`src/rtl/fc_pkg.sv`:
```
// fc_pkg: shared definitions for the fully-connected layer stream feeder.
// Holds the sequencer state enum, the default datapath width and the
// address-width helpers used to size memory address ports.
package fc_pkg;

  localparam int FC_DATA_WIDTH = 32;

  typedef enum logic [2:0] {
    IDLE,
    CLR,
    STREAM,
    DRAIN,
    WRITE,
    DONE
  } fc_state_t;

  // Address width for a memory of 'depth' entries; never narrower than 1 bit
  // so single-entry memories still get a legal port.
  function automatic int fc_addr_w(input int depth);
    return (depth > 1) ? $clog2(depth) : 1;
  endfunction

  // True when 'depth' entries are addressable with 'width' bits.
  function automatic bit fc_fits(input int depth, input int width);
    return depth <= (1 << width);
  endfunction

endpackage

```
`src/rtl/fc_addr_gen.sv`:
```
// fc_addr_gen: input index j / neuron index k counters and weight address k*N+j.
// Latency: counters update on the clock edge; w_addr is combinational from them.
// Backpressure: none; the FSM drives clear/increment strobes directly.
// Ports: CLK, RST_N; clr_k/inc_k, clr_j/inc_j control strobes;
//        j, k, w_addr address outputs; last_j/last_k terminal-count flags.
module fc_addr_gen import fc_pkg::*; #(
  parameter int N  = 32,
  parameter int M  = 10,
  parameter int AW = fc_addr_w(N),
  parameter int WW = fc_addr_w(N * M),
  parameter int RW = fc_addr_w(M)
) (
  input  logic          CLK,
  input  logic          RST_N,
  input  logic          clr_k,
  input  logic          inc_k,
  input  logic          clr_j,
  input  logic          inc_j,
  output logic [AW-1:0] j,
  output logic [RW-1:0] k,
  output logic [WW-1:0] w_addr,
  output logic          last_j,
  output logic          last_k
);

  // The flattened weight memory must be fully addressable.
  if (!fc_fits(N * M, WW)) begin : g_ww_check
    $error("fc_addr_gen: WW too narrow for N*M weights");
  end

  assign last_j = (j == AW'(N - 1));
  assign last_k = (k == RW'(M - 1));
  assign w_addr = WW'(k) * WW'(N) + WW'(j);

  // Counters saturate at their terminal value so addresses stay in range
  // while the FSM waits in later states.
  always_ff @(posedge CLK or negedge RST_N) begin
    if (!RST_N) begin
      j <= '0;
      k <= '0;
    end else begin
      if (clr_j)                j <= '0;
      else if (inc_j && !last_j) j <= j + AW'(1);
      if (clr_k)                k <= '0;
      else if (inc_k && !last_k) k <= k + RW'(1);
    end
  end

endmodule

```
`src/rtl/fc_stream_feeder.sv`:
```
// fc_stream_feeder: sequences M neurons x N operand pairs into an FC accumulate node.
// Latency: start@t -> node_clr@t+1, node_E t+3..t+2+N; per neuron 1+N+D+1 cycles.
// Backpressure: none on the stream; waits in DRAIN for node_valid; start ignored when busy.
// Ports: CLK, RST_N, start/busy/done control; act/w/b memory address+data
//        (1-cycle read latency); node_* operand stream and result handshake;
//        res_we/res_addr/res_data result-buffer write port.
module fc_stream_feeder import fc_pkg::*; #(
  parameter int DATA_WIDTH = FC_DATA_WIDTH,
  parameter int N          = 32,
  parameter int M          = 10,
  parameter int AW         = fc_addr_w(N),
  parameter int WW         = fc_addr_w(N * M),
  parameter int RW         = fc_addr_w(M)
) (
  input  logic                  CLK,
  input  logic                  RST_N,
  input  logic                  start,
  output logic                  busy,
  output logic                  done,
  output logic [AW-1:0]         act_addr,
  input  logic [DATA_WIDTH-1:0] act_data,
  output logic [WW-1:0]         w_addr,
  input  logic [DATA_WIDTH-1:0] w_data,
  output logic [RW-1:0]         b_addr,
  input  logic [DATA_WIDTH-1:0] b_data,
  output logic                  node_clr,
  output logic                  node_E,
  output logic [DATA_WIDTH-1:0] node_IN,
  output logic [DATA_WIDTH-1:0] node_RAM,
  output logic [DATA_WIDTH-1:0] node_bias,
  input  logic                  node_valid,
  input  logic [DATA_WIDTH-1:0] node_OUT,
  output logic                  res_we,
  output logic [RW-1:0]         res_addr,
  output logic [DATA_WIDTH-1:0] res_data
);

  fc_state_t     state;
  logic [AW-1:0] j;
  logic [RW-1:0] k;
  logic          last_j;
  logic          last_k;
  logic          clr_k;
  logic          inc_k;
  logic          clr_j;
  logic          inc_j;

  assign clr_k = (state == IDLE) && start;
  assign inc_k = (state == WRITE);
  assign clr_j = (state == CLR);
  assign inc_j = (state == STREAM);

  fc_addr_gen #(
    .N  (N),
    .M  (M),
    .AW (AW),
    .WW (WW),
    .RW (RW)
  ) u_addr_gen (
    .CLK    (CLK),
    .RST_N  (RST_N),
    .clr_k  (clr_k),
    .inc_k  (inc_k),
    .clr_j  (clr_j),
    .inc_j  (inc_j),
    .j      (j),
    .k      (k),
    .w_addr (w_addr),
    .last_j (last_j),
    .last_k (last_k)
  );

  assign act_addr = j;

  // The memories' output registers are the operand pipeline stage: data for
  // the address issued last cycle lines up with the registered node_E. Gating
  // keeps the operand buses at zero whenever no pair is being presented.
  assign node_IN  = act_data & {DATA_WIDTH{node_E}};
  assign node_RAM = w_data   & {DATA_WIDTH{node_E}};

  always_ff @(posedge CLK or negedge RST_N) begin
    if (!RST_N) begin
      state     <= IDLE;
      busy      <= 1'b0;
      done      <= 1'b0;
      node_clr  <= 1'b0;
      node_E    <= 1'b0;
      node_bias <= '0;
      b_addr    <= '0;
      res_we    <= 1'b0;
      res_addr  <= '0;
      res_data  <= '0;
    end else begin
      node_clr <= 1'b0;
      node_E   <= 1'b0;
      res_we   <= 1'b0;
      done     <= 1'b0;
      case (state)
        IDLE: begin
          if (start) begin
            state    <= CLR;
            busy     <= 1'b1;
            node_clr <= 1'b1;
            b_addr   <= '0;
          end
        end
        CLR: begin
          state <= STREAM;
        end
        STREAM: begin
          node_E <= 1'b1;
          // Bias read was issued in CLR, so it lands on the first STREAM cycle.
          if (j == '0) node_bias <= b_data;
          if (last_j) state <= DRAIN;
        end
        DRAIN: begin
          if (node_valid) begin
            res_data <= node_OUT;
            res_addr <= k;
            res_we   <= 1'b1;
            state    <= WRITE;
          end
        end
        WRITE: begin
          if (last_k) begin
            state <= DONE;
            done  <= 1'b1;
            busy  <= 1'b0;
          end else begin
            state    <= CLR;
            node_clr <= 1'b1;
            b_addr   <= k + RW'(1);
          end
        end
        DONE: begin
          state <= IDLE;
        end
        default: begin
          state <= IDLE;
        end
      endcase
    end
  end

endmodule

```
`config.mk`:
```
export PLATFORM = sky130hd
export DESIGN_NAME = fc_stream_feeder
export DESIGN_NICKNAME = d
export VERILOG_FILES = /design/src/rtl/fc_pkg.sv /design/src/rtl/fc_addr_gen.sv /design/src/rtl/fc_stream_feeder.sv
export SDC_FILE = /design/constraint.sdc
export NUM_CORES = 1
export LEC_CHECK = 0
export CORE_ASPECT_RATIO = 1.4
export CORE_UTILIZATION = 28
export CTS_BUF_LIST = sky130_fd_sc_hd__clkbuf_4 sky130_fd_sc_hd__clkbuf_8
export DETAILED_ROUTE_END_ITERATION = 10
export PLACE_DENSITY = 0.66
export SLEW_MARGIN = 20
export SYNTH_ARGS = -nofsm -noshare
export SYNTH_HDL_FRONTEND = slang
export SYNTH_SLANG_ARGS = --single-unit
```
`constraint.sdc`:
```
create_clock -name CLK -period 2.2 [get_ports CLK]
set_clock_uncertainty 0.1 [all_clocks]
set_input_delay 0.55 -clock CLK [delete_from_list [all_inputs] [get_ports CLK]]
set_output_delay 0.55 -clock CLK [all_outputs]
set_load 0.005 [all_outputs]
```
Word level (Yosys, flattened, before mapping)
Cells that the tools add are included.

$add $sub $neg: 3. Equality and inequality tests: 11. Muxes and demuxes: 23. Bitwise logic cells: 2. Reduce and logical (&&, ||, !) cells: 15.

Operator list (count): AND 32 bit (2); two-way mux 4 bit (4); case mux 3 bit (5 select lines) (1); two-way mux 3 bit (4); two-way mux 5 bit (2); inequality test 2 bit (second input constant) (5); adder 9 x 5 -> 9 bit (1); two-way mux 1 bit (9); AND reduction 3 bit (3); case mux 4 bit (2 select lines) (1); equality test 3 x 2 -> 1 bit (second input constant) (2); nonzero test 2 bit (3); adder 5 x 1 -> 5 bit (second input constant) (1); equality test 5 bit (second input constant) (1); zero test 5 bit (1); adder 4 x 1 -> 4 bit (second input constant) (1); equality test 4 bit (second input constant) (1); case mux 1 bit (2 select lines) (2); AND reduction 2 bit (2); equality test 3 x 1 -> 1 bit (second input constant) (1); equality test 3 bit (second input constant) (1); logical AND 1 bit (3); zero test 3 bit (1); zero test 1 bit (2).

Flip-flop bits (word level): 89. Bits of input ports: 132. Output and inout bits: 155. Word-level logic and storage cells: 66.

Depth between registers and ports, before layout
Gate-level depths: netlist (run 1).

Word-level depth: 5. Mapped depth: 6. Depth with buffers taken out: 6.

By module
From an unflattened synthesis (run 1), not the netlist that was laid out.

Cell total of the unflattened synthesis: 321. Area total of the unflattened synthesis: 4072.7 sq um.

By module, submodules not included: fc_stream_feeder (times used 1, cells each 266, area an instance 3518.4 sq um, seq. area each 2001.9 sq um); fc_addr_gen (times used 1, cells each 55, area an instance 554.3 sq um, seq. area each 225.2 sq um).

Worst setup path before layout (run 1)
OpenSTA, ideal clock, no wires.

Path kind: reg-to-reg. Start: reg u_addr_gen.j[0]. End: reg u_addr_gen.j[2]. Library setup time: 0.137 ns. Data arrival time: 1.663 ns. Data required time: 1.963 ns. Slack: 0.300 ns. Cell stages (with the launch flop): 7. Path buffers: 0. Period minus slack after synthesis: 1.900 ns. Path through: dfrtp_1 -> ha_1 -> and3_1 -> ha_1 -> or3b_2 -> a21oi_1 -> o22ai_1.

Longest elaborated chain between the ends: 4. Elaborated cells on any way between the ends: 7. Those cells by class: 1 x add/sub; 1 x eq/ne; 2 x mux; 3 x reduce/logical.

RTL lines: start, declared (line fc_addr_gen.sv:19) `output logic [AW-1:0] j,`; start signal, assigned (line fc_addr_gen.sv:43) `else if (inc_j && !last_j) j <= j + AW'(1);`; branches (longest 4 deep; another with adder 5 x 1 -> 5 bit).

Several ways; the timed one is not identified. The select of a mux whose other input is x is not followed. A chain may end at the register's enable or synchronous reset.

Final worst setup path (run 1)
Start: in act_data[16]. End: out node_IN[16].

Longest elaborated chain between the ends: 1.

RTL lines: start, declared (line fc_stream_feeder.sv:21) `input logic [DATA_WIDTH-1:0] act_data,`; AND 32 bit (line fc_stream_feeder.sv:78) `assign node_IN = act_data & {DATA_WIDTH{node_E}};`; end, declared (line fc_stream_feeder.sv:28) `output logic [DATA_WIDTH-1:0] node_IN,`.

Every way passes these cells.

==> results of run 1 <==
-- through the flow --
stage	std cells	instance area, sq um	setup TNS [ns]	hold slack (ns)	power, W
after global routing	794	7530	-1.92	0.120	0.00929
final	795	7530	-1.03	0.103	0.00873
after global placement	774	7200	-4.46	0.379	0.00753
after detailed placement	774	7200	-4.80	0.381	0.00764
after floorplan	314	4130	0	0.154	0.00481
after CTS	790	7400	-4.40	0.120	0.00884
-- layer usage --
layer / global-route usage (%) / up-vias / share of wire, % / routed length [um]
li1: - / 1638 / - / -
met1: 19.3 / 1760 / 35 / 5050
met2: 33.4 / 189 / 53 / 7590
met3: 6.31 / 29 / 8.3 / 1190
met4: 9.30 / 0 / 4.0 / 581
met5: 0 / - / 0 / 0
-- cell families (layout without fill, tap and decap cells) --
| group | after synthesis | in the layout |
|---|---|---|
| compound gates | 24 | 24 |
| simple gates | 91 | 91 |
| flops | 89 | 89 |
| buf+inv | 33 | 321 |
| fa+ha+maj | 5 | 5 |
| mux | 70 | 70 |
| other cells | 0 | 4 |
| xor+xnor | 2 | 2 |
-- where the power goes --
group          switching [W]  leakage [nW]  internal, W
clock network       0.000633         0.109     0.000570
registers           0.000462          1.08      0.00237
logic                0.00157          2.58      0.00313
-- registers in the layout, indices dropped and copies added (netlist names) --
register	flops
b_addr	4
res_data	32
u_addr_gen.k	4
state	3
res_addr	4
node_bias	32
node_clr	1
u_addr_gen.j	5
busy	1
done	1
res_we	1
node_E	1
-- cell type report --
class | instances | area, sq um
diodes | 4 | 10.0
clock buffers | 10 | 138
clock inverters | 6 | 72.6
fillers | 1268 | 6910
inverters | 10 | 37.5
multi-input cells | 192 | 1730
flip-flops and latches | 89 | 2230
well taps | 189 | 236
repair buffers | 295 | 3070
-- repair_timing --
| action | in CTS | in global routing |
|---|---|---|
| endpoints found under the setup margin | 64 | 56 |
| gates cloned | 0 | 1 |
| gates resized for setup | 12 | 41 |
| pin swaps | 0 | 0 |
-- worst max-delay path, cell delays in order --
cell             delay (ns)
clkdlybuf4s50_1        0.46
and2_1                 0.14
clkdlybuf4s50_1        0.50
-- cell usage in the layout (no fill, tap or decap), types with 2 or more instances in the layout --
master           instances
a22oi_1                  2
a31oi_1                  2
and2_1                  64
buf_12                   4
buf_4                    5
clkbuf_8                10
clkdlybuf4s50_1        236
clkinv_4                 2
dfrtp_1                 86
dfrtp_2                  3
diode_2                  4
dlygate4sd2_1           12
dlymetal6s2s_1          37
ha_1                     5
inv_1                    9
mux2_1                   6
mux2_2                  32
mux2_4                  30
mux2i_1                  2
nand2_1                  6
nand2b_1                 2
nand3_1                  2
nand4b_1                 3
nor2_1                   2
o211ai_1                 3
o21ai_0                  4
o22ai_1                  2
o2bb2ai_1                7
xor2_1                   2
-- final timing paths --
| path | from | to | slack, ns | depth (start not counted) |
|---|---|---|---|---|
| worst max-delay path | act_data[16] | node_IN[16] | -0.09 | 3 |
| worst min-delay path | RST_N | node_bias[17] | 0.10 | 2 |
| worst max register to register | u_addr_gen.j[0] | u_addr_gen.j[2] | 0.12 | 6 |
| worst min register to register | res_data[7] | res_data[7] | 0.40 | 1 |
| max in group asynchronous | RST_N | u_addr_gen.j[1] | 1.48 | 2 |
| min in group CLK | res_data[7] | res_data[7] | 0.40 | 1 |
==> impl_metrics.py, run 1 <==
metrics = {
    "synthesis": {
        "synth.yosys.warnings": 0,
        "combinational_family_with_the_most_area_after_synthesis": "multiplexers",
        "synthSimpleGateAreaFrac_pct": 13.9,
        "synth_edf_count": 0,
        "synthMuxAreaShare_pct": 21.7,
        "synth-xor-area-share_pct": 0.424,
        "synth_flop_cell": "dfrtp_1",
        "synth_cell_type_count": 41,
        "ys_ff_latch": 89,
        "fraction_of_the_mapped_netlist_area_in_compound_gates_pct": 4.24,
        "synth_cells": 314,
        "synthAdderAreaFrac_pct": 1.51,
        "synthMostInstantiatedCell": "dfrtp_1",
        "asyncSetResetFlopFracSynth_pct": 100,
        "yosys-top-cells-area": "dfrtp_1, mux2_4, and2_1",
        "synth_top_cells_by_count": "dfrtp_1, and2_1, mux2_2, mux2_4, inv_1",
        "netlist.area_leader.share_pct": 53.9,
        "ys_seq_area_share_pct": 53.9,
        "post_synth_instance_area_sq_um": 4130,
        "postSynthAreaPerCell_sq_um": 13.2,
        "synth_area_leader_cell": "dfrtp_1",
        "mappedNetlistNets": 451,
    },
    "floorplan": {
        "initial_core_util_pct": 28.6,
        "fp.dieW_um": 105,
        "top_level_ports": 287,
        "die_area_sq_um": 15300,
        "fp.coreArea_sq_um": 14400,
        "placementRows": 52,
        "dieHeight_um": 146,
    },
    "critical_path": {
        "critical_path_required_ns": 1.55,
        "critPathMaxFanout": 1,
        "criticalPathCategory": "in -> out",
        "critPathCaptureType": "output port",
        "worstPathArrival_ns": 1.64,
        "setup.worst_path.start_class": "primary input",
    },
    "sta": {
        "worst_slew_margin_rel_pct": 66.8,
        "final.setup.worst_slack_ns": -0.0925,
        "fmaxAchievable_mhz": 436,
        "unrepaired_setup_endpoints_after_global_routing": "yes",
        "layout_min_cycle_time_ns": 2.29,
        "finalCritPeriodShare_pct": 104,
        "timing_max_transition_violations_final": 0,
        "setup_violations": 16,
        "worstMarginPinSlew_ns": 0.497,
        "hold_viol": 0,
    },
    "power": {
        "power.ir.vdd_worst_mv": 0.541,
        "p_per_area_nw_per_um2": 1160,
        "power.leakage_nw": 3.78,
    },
    "drt": {
        "route.final.wire_length_mm": 14.4,
        "post_drt_wl_per_cell_um": 18.1,
        "via_count": 3616,
        "detail_route.first_pass.iterations": 4,
        "detailedRoute.firstIterationViolations": 129,
        "drt.antenna.violating_nets": 0,
        "drc": 0,
        "avgViaCountPerCell": 4.55,
    },
    "global_routing": {
        "first_global_vias": 3824,
        "grt_use_total_pct": 18.7,
        "grt.overflow.total": 0,
        "wire_length_of_the_first_global_routing_pass_mm": 21.7,
        "initial_antenna_violation_count": 4,
        "grt_start_max_net_pins": 90,
    },
    "clock_network": {
        "cts_max_path_buffers": 2,
        "tritoncts": "built",
        "cts-hold-fix-buffers": 0,
        "tritoncts_num_sinks": 89,
        "clk_pin_slew_ns": 0.10,
        "cts_setup_buffers": 0,
        "tritoncts.num_buffers": 9,
        "cts_htree_levels": 3,
        "worst_skew_pair.late_latency_ns": 0.37,
        "cts_root_buf": "clkbuf_8",
    },
    "placed_design": {
        "hpwlAfterDp_mm": 11.0,
        "placement.io_buffers": 286,
        "dp_worst_setup_slack_ns": -0.245,
        "gp_routability_congestion": 0.818,
    },
    "min_path": {
        "hp-class": "in -> async",
    },
    "finish": {
        "drive_gt1_share_pct": 16.3,
        "area_delta_synth_final_pct": 82.2,
        "fin_nets": 734,
        "layout_utilization_pct": 52.1,
    },
    "run_status": {
        "outcome": "finished with violations",
        "failed_checks": "setup timing",
    },
    "flow_run": {
        "maxCapViolations": 0,
    },
}
Note: power is estimated with default switching activity, not from simulation.
==> inputs of run 2 (changes only) <==
CTS_BUF_LIST = sky130_fd_sc_hd__clkbuf_8   (was sky130_fd_sc_hd__clkbuf_4 sky130_fd_sc_hd__clkbuf_8)
DONT_BUFFER_PORTS = 1   (was unset)
PLACE_DENSITY = 0.41   (was 0.66)
TNS_END_PERCENT = 1   (was unset)
==> impl_metrics.py, run 2 (synthesis gave the netlist of run 1 again) <==
metrics = {
    "clock_network": {
        "worst_skew_pair.late_latency_ns": 0.36,
        "cts_htree_levels": 3,
        "cts_root_buf": "clkbuf_8",
        "clk_pin_slew_ns": 0.09,
        "tritoncts.num_buffers": 9,
        "tritoncts_num_sinks": 89,
        "tritoncts": "built",
        "cts_setup_buffers": 0,
        "postCtsResizedCells": 0,
        "cts_max_path_buffers": 2,
    },
    "placed_design": {
        "gp_routability_congestion": 0.756,
        "placement.io_buffers": 0,
        "placedCellCount": 489,
        "hpwlAfterDp_mm": 9.20,
    },
    "finish": {
        "multi_input_area_sq_um": 1730,
        "final_cell_mix": "dfrtp_1, and2_1, mux2_2",
        "area_delta_synth_final_pct": 9.96,
        "layout.cells.most_common": "dfrtp_1",
        "reg_top3": "node_bias x32, res_data x32, u_addr_gen.j x5",
        "seq_area_sq_um": 2230,
        "drive_gt1_share_pct": 29.2,
        "fin_nets": 448,
        "final_cell_count_no_fill": 512,
        "final.fill_count": 1472,
    },
    "run_status": {
        "outcome": "finished with violations",
        "failed_checks": "hold timing",
    },
    "sta": {
        "worstMarginPinSlew_ns": 0.478,
        "timing_max_transition_violations_final": 0,
        "layout_min_cycle_time_ns": 2.06,
        "setup_violations": 0,
        "unrepaired_setup_endpoints_after_global_routing": "no",
        "hold_viol": 89,
        "final.setup.tns_ns": 0,
        "hold_slack_ns": -0.227,
        "fmaxAchievable_mhz": 484,
        "worst_slew_margin_rel_pct": 68.1,
        "finalCritPeriodShare_pct": 93.8,
    },
    "critical_path": {
        "worstPathArrival_ns": 1.41,
        "critPathMaxFanout": 65,
        "criticalPathCategory": "reg -> out",
        "critical_path_required_ns": 1.55,
        "ff2ff_path_depth": 6,
        "setup.worst_path.start_class": "flip-flop",
        "critPathCaptureType": "output port",
    },
    "min_path": {
        "hp-class": "in -> async",
    },
    "global_routing": {
        "initial_antenna_violation_count": 12,
        "grt_util_met1_pct": 14.6,
        "grt.overflow.total": 0,
        "grt.met2_usage_pct": 24.4,
        "global_route.usage.met3_pct": 12.4,
        "first_global_vias": 2615,
        "wire_length_of_the_first_global_routing_pass_mm": 17.0,
        "grt_busiest_layer": "met2",
        "grt_start_max_net_pins": 90,
        "grt_use_total_pct": 15.6,
    },
    "drt": {
        "drc": 0,
        "via_count": 2467,
        "post_drt_wl_per_cell_um": 23.4,
        "avgViaCountPerCell": 4.82,
        "detail_route.first_pass.iterations": 4,
        "detailedRoute.firstIterationViolations": 106,
        "route.final.wire_length_mm": 12.0,
        "drt.antenna.violating_nets": 0,
    },
    "power": {
        "power.share.switching_pct": 35.0,
        "netSwitchingPower_w": 0.00226,
        "p_int_w": 0.00420,
        "power.leakage_nw": 2.08,
        "combPwrFrac_pct": 33.9,
        "power.ir.vdd_worst_mv": 0.482,
        "p_per_area_nw_per_um2": 1420,
        "clockPowerShare_pct": 18.1,
        "power.share.sequential_pct": 48.1,
    },
    "floorplan": {
        "die_area_sq_um": 15300,
        "fp.dieW_um": 105,
        "dieHeight_um": 146,
        "placementRows": 52,
        "fp.coreArea_sq_um": 14400,
        "initial_core_util_pct": 28.6,
        "top_level_ports": 287,
    },
    "flow_run": {
        "maxCapViolations": 0,
    },
}
[run 2: cell count changes in the layout (fill, tap and decap cells not counted), moves of 2 or more]
cell             change
dfrtp_2              -3
buf_12               -2
diode_2              +4
dlymetal6s2s_1      -37
clkdlybuf4s50_1    -236
buf_4                +2
dfrtp_1              +3
dlygate4sd2_1       -12
[run 2: layer usage]
metal	up-vias	wire, um
met2	203	5660
met4	6	471
li1	1067	-
met1	1169	3920
met5	-	41
met3	22	1900
[run 2: area by class of cell]
cell class	instances	share of cell area [%]
sequential	89	49.0
multi-input combinational	192	38.1
tap	189	5.20
clock buffer	10	3.03
timing repair buffer	9	2.04
clock inverter	5	1.40
inverter	10	0.826
antenna	8	0.441
[run 2: critical path, stage by stage (launching register included)]
cell	delay [ns]
dfrtp_1	0.33
buf_4	0.35
and2_1	0.37
[run 2: stage by stage]
step	power (W)	util, %	cell area (sq um)	worst slack, ns
floorplan	0.00481	-	4130	0.300
global placement	0.00533	29.9	4320	0.249
detailed placement	0.00535	29.9	4320	0.219
CTS	0.00656	31.3	4520	0.114
global route	0.00689	31.4	4530	0.0337
finish	0.00646	31.5	4540	0.136
[run 2: path summary, 6_finish.rpt]
| check | from | endpoint | slack, ns |
|---|---|---|---|
| max in group asynchronous | RST_N | state[2] | 2.11 |
| min reg2reg | res_addr[1] | res_addr[1] | 0.42 |
| max reg2reg | u_addr_gen.j[0] | u_addr_gen.j[1] | 0.20 |
| min | RST_N | res_data[22] | -0.23 |
| max | node_E | node_IN[20] | 0.14 |
| min in group CLK | node_OUT[9] | res_data[9] | 0.22 |
[run 2: power by group through the flow]
stage                     combinational (W)  clock (W)  sequential (W)
after floorplan                     0.00196          0         0.00285
after global placement              0.00215          0         0.00318
after detailed placement            0.00221          0         0.00314
after CTS                           0.00221    0.00122         0.00313
after global routing                0.00239    0.00129         0.00321
final                               0.00219    0.00117         0.00311
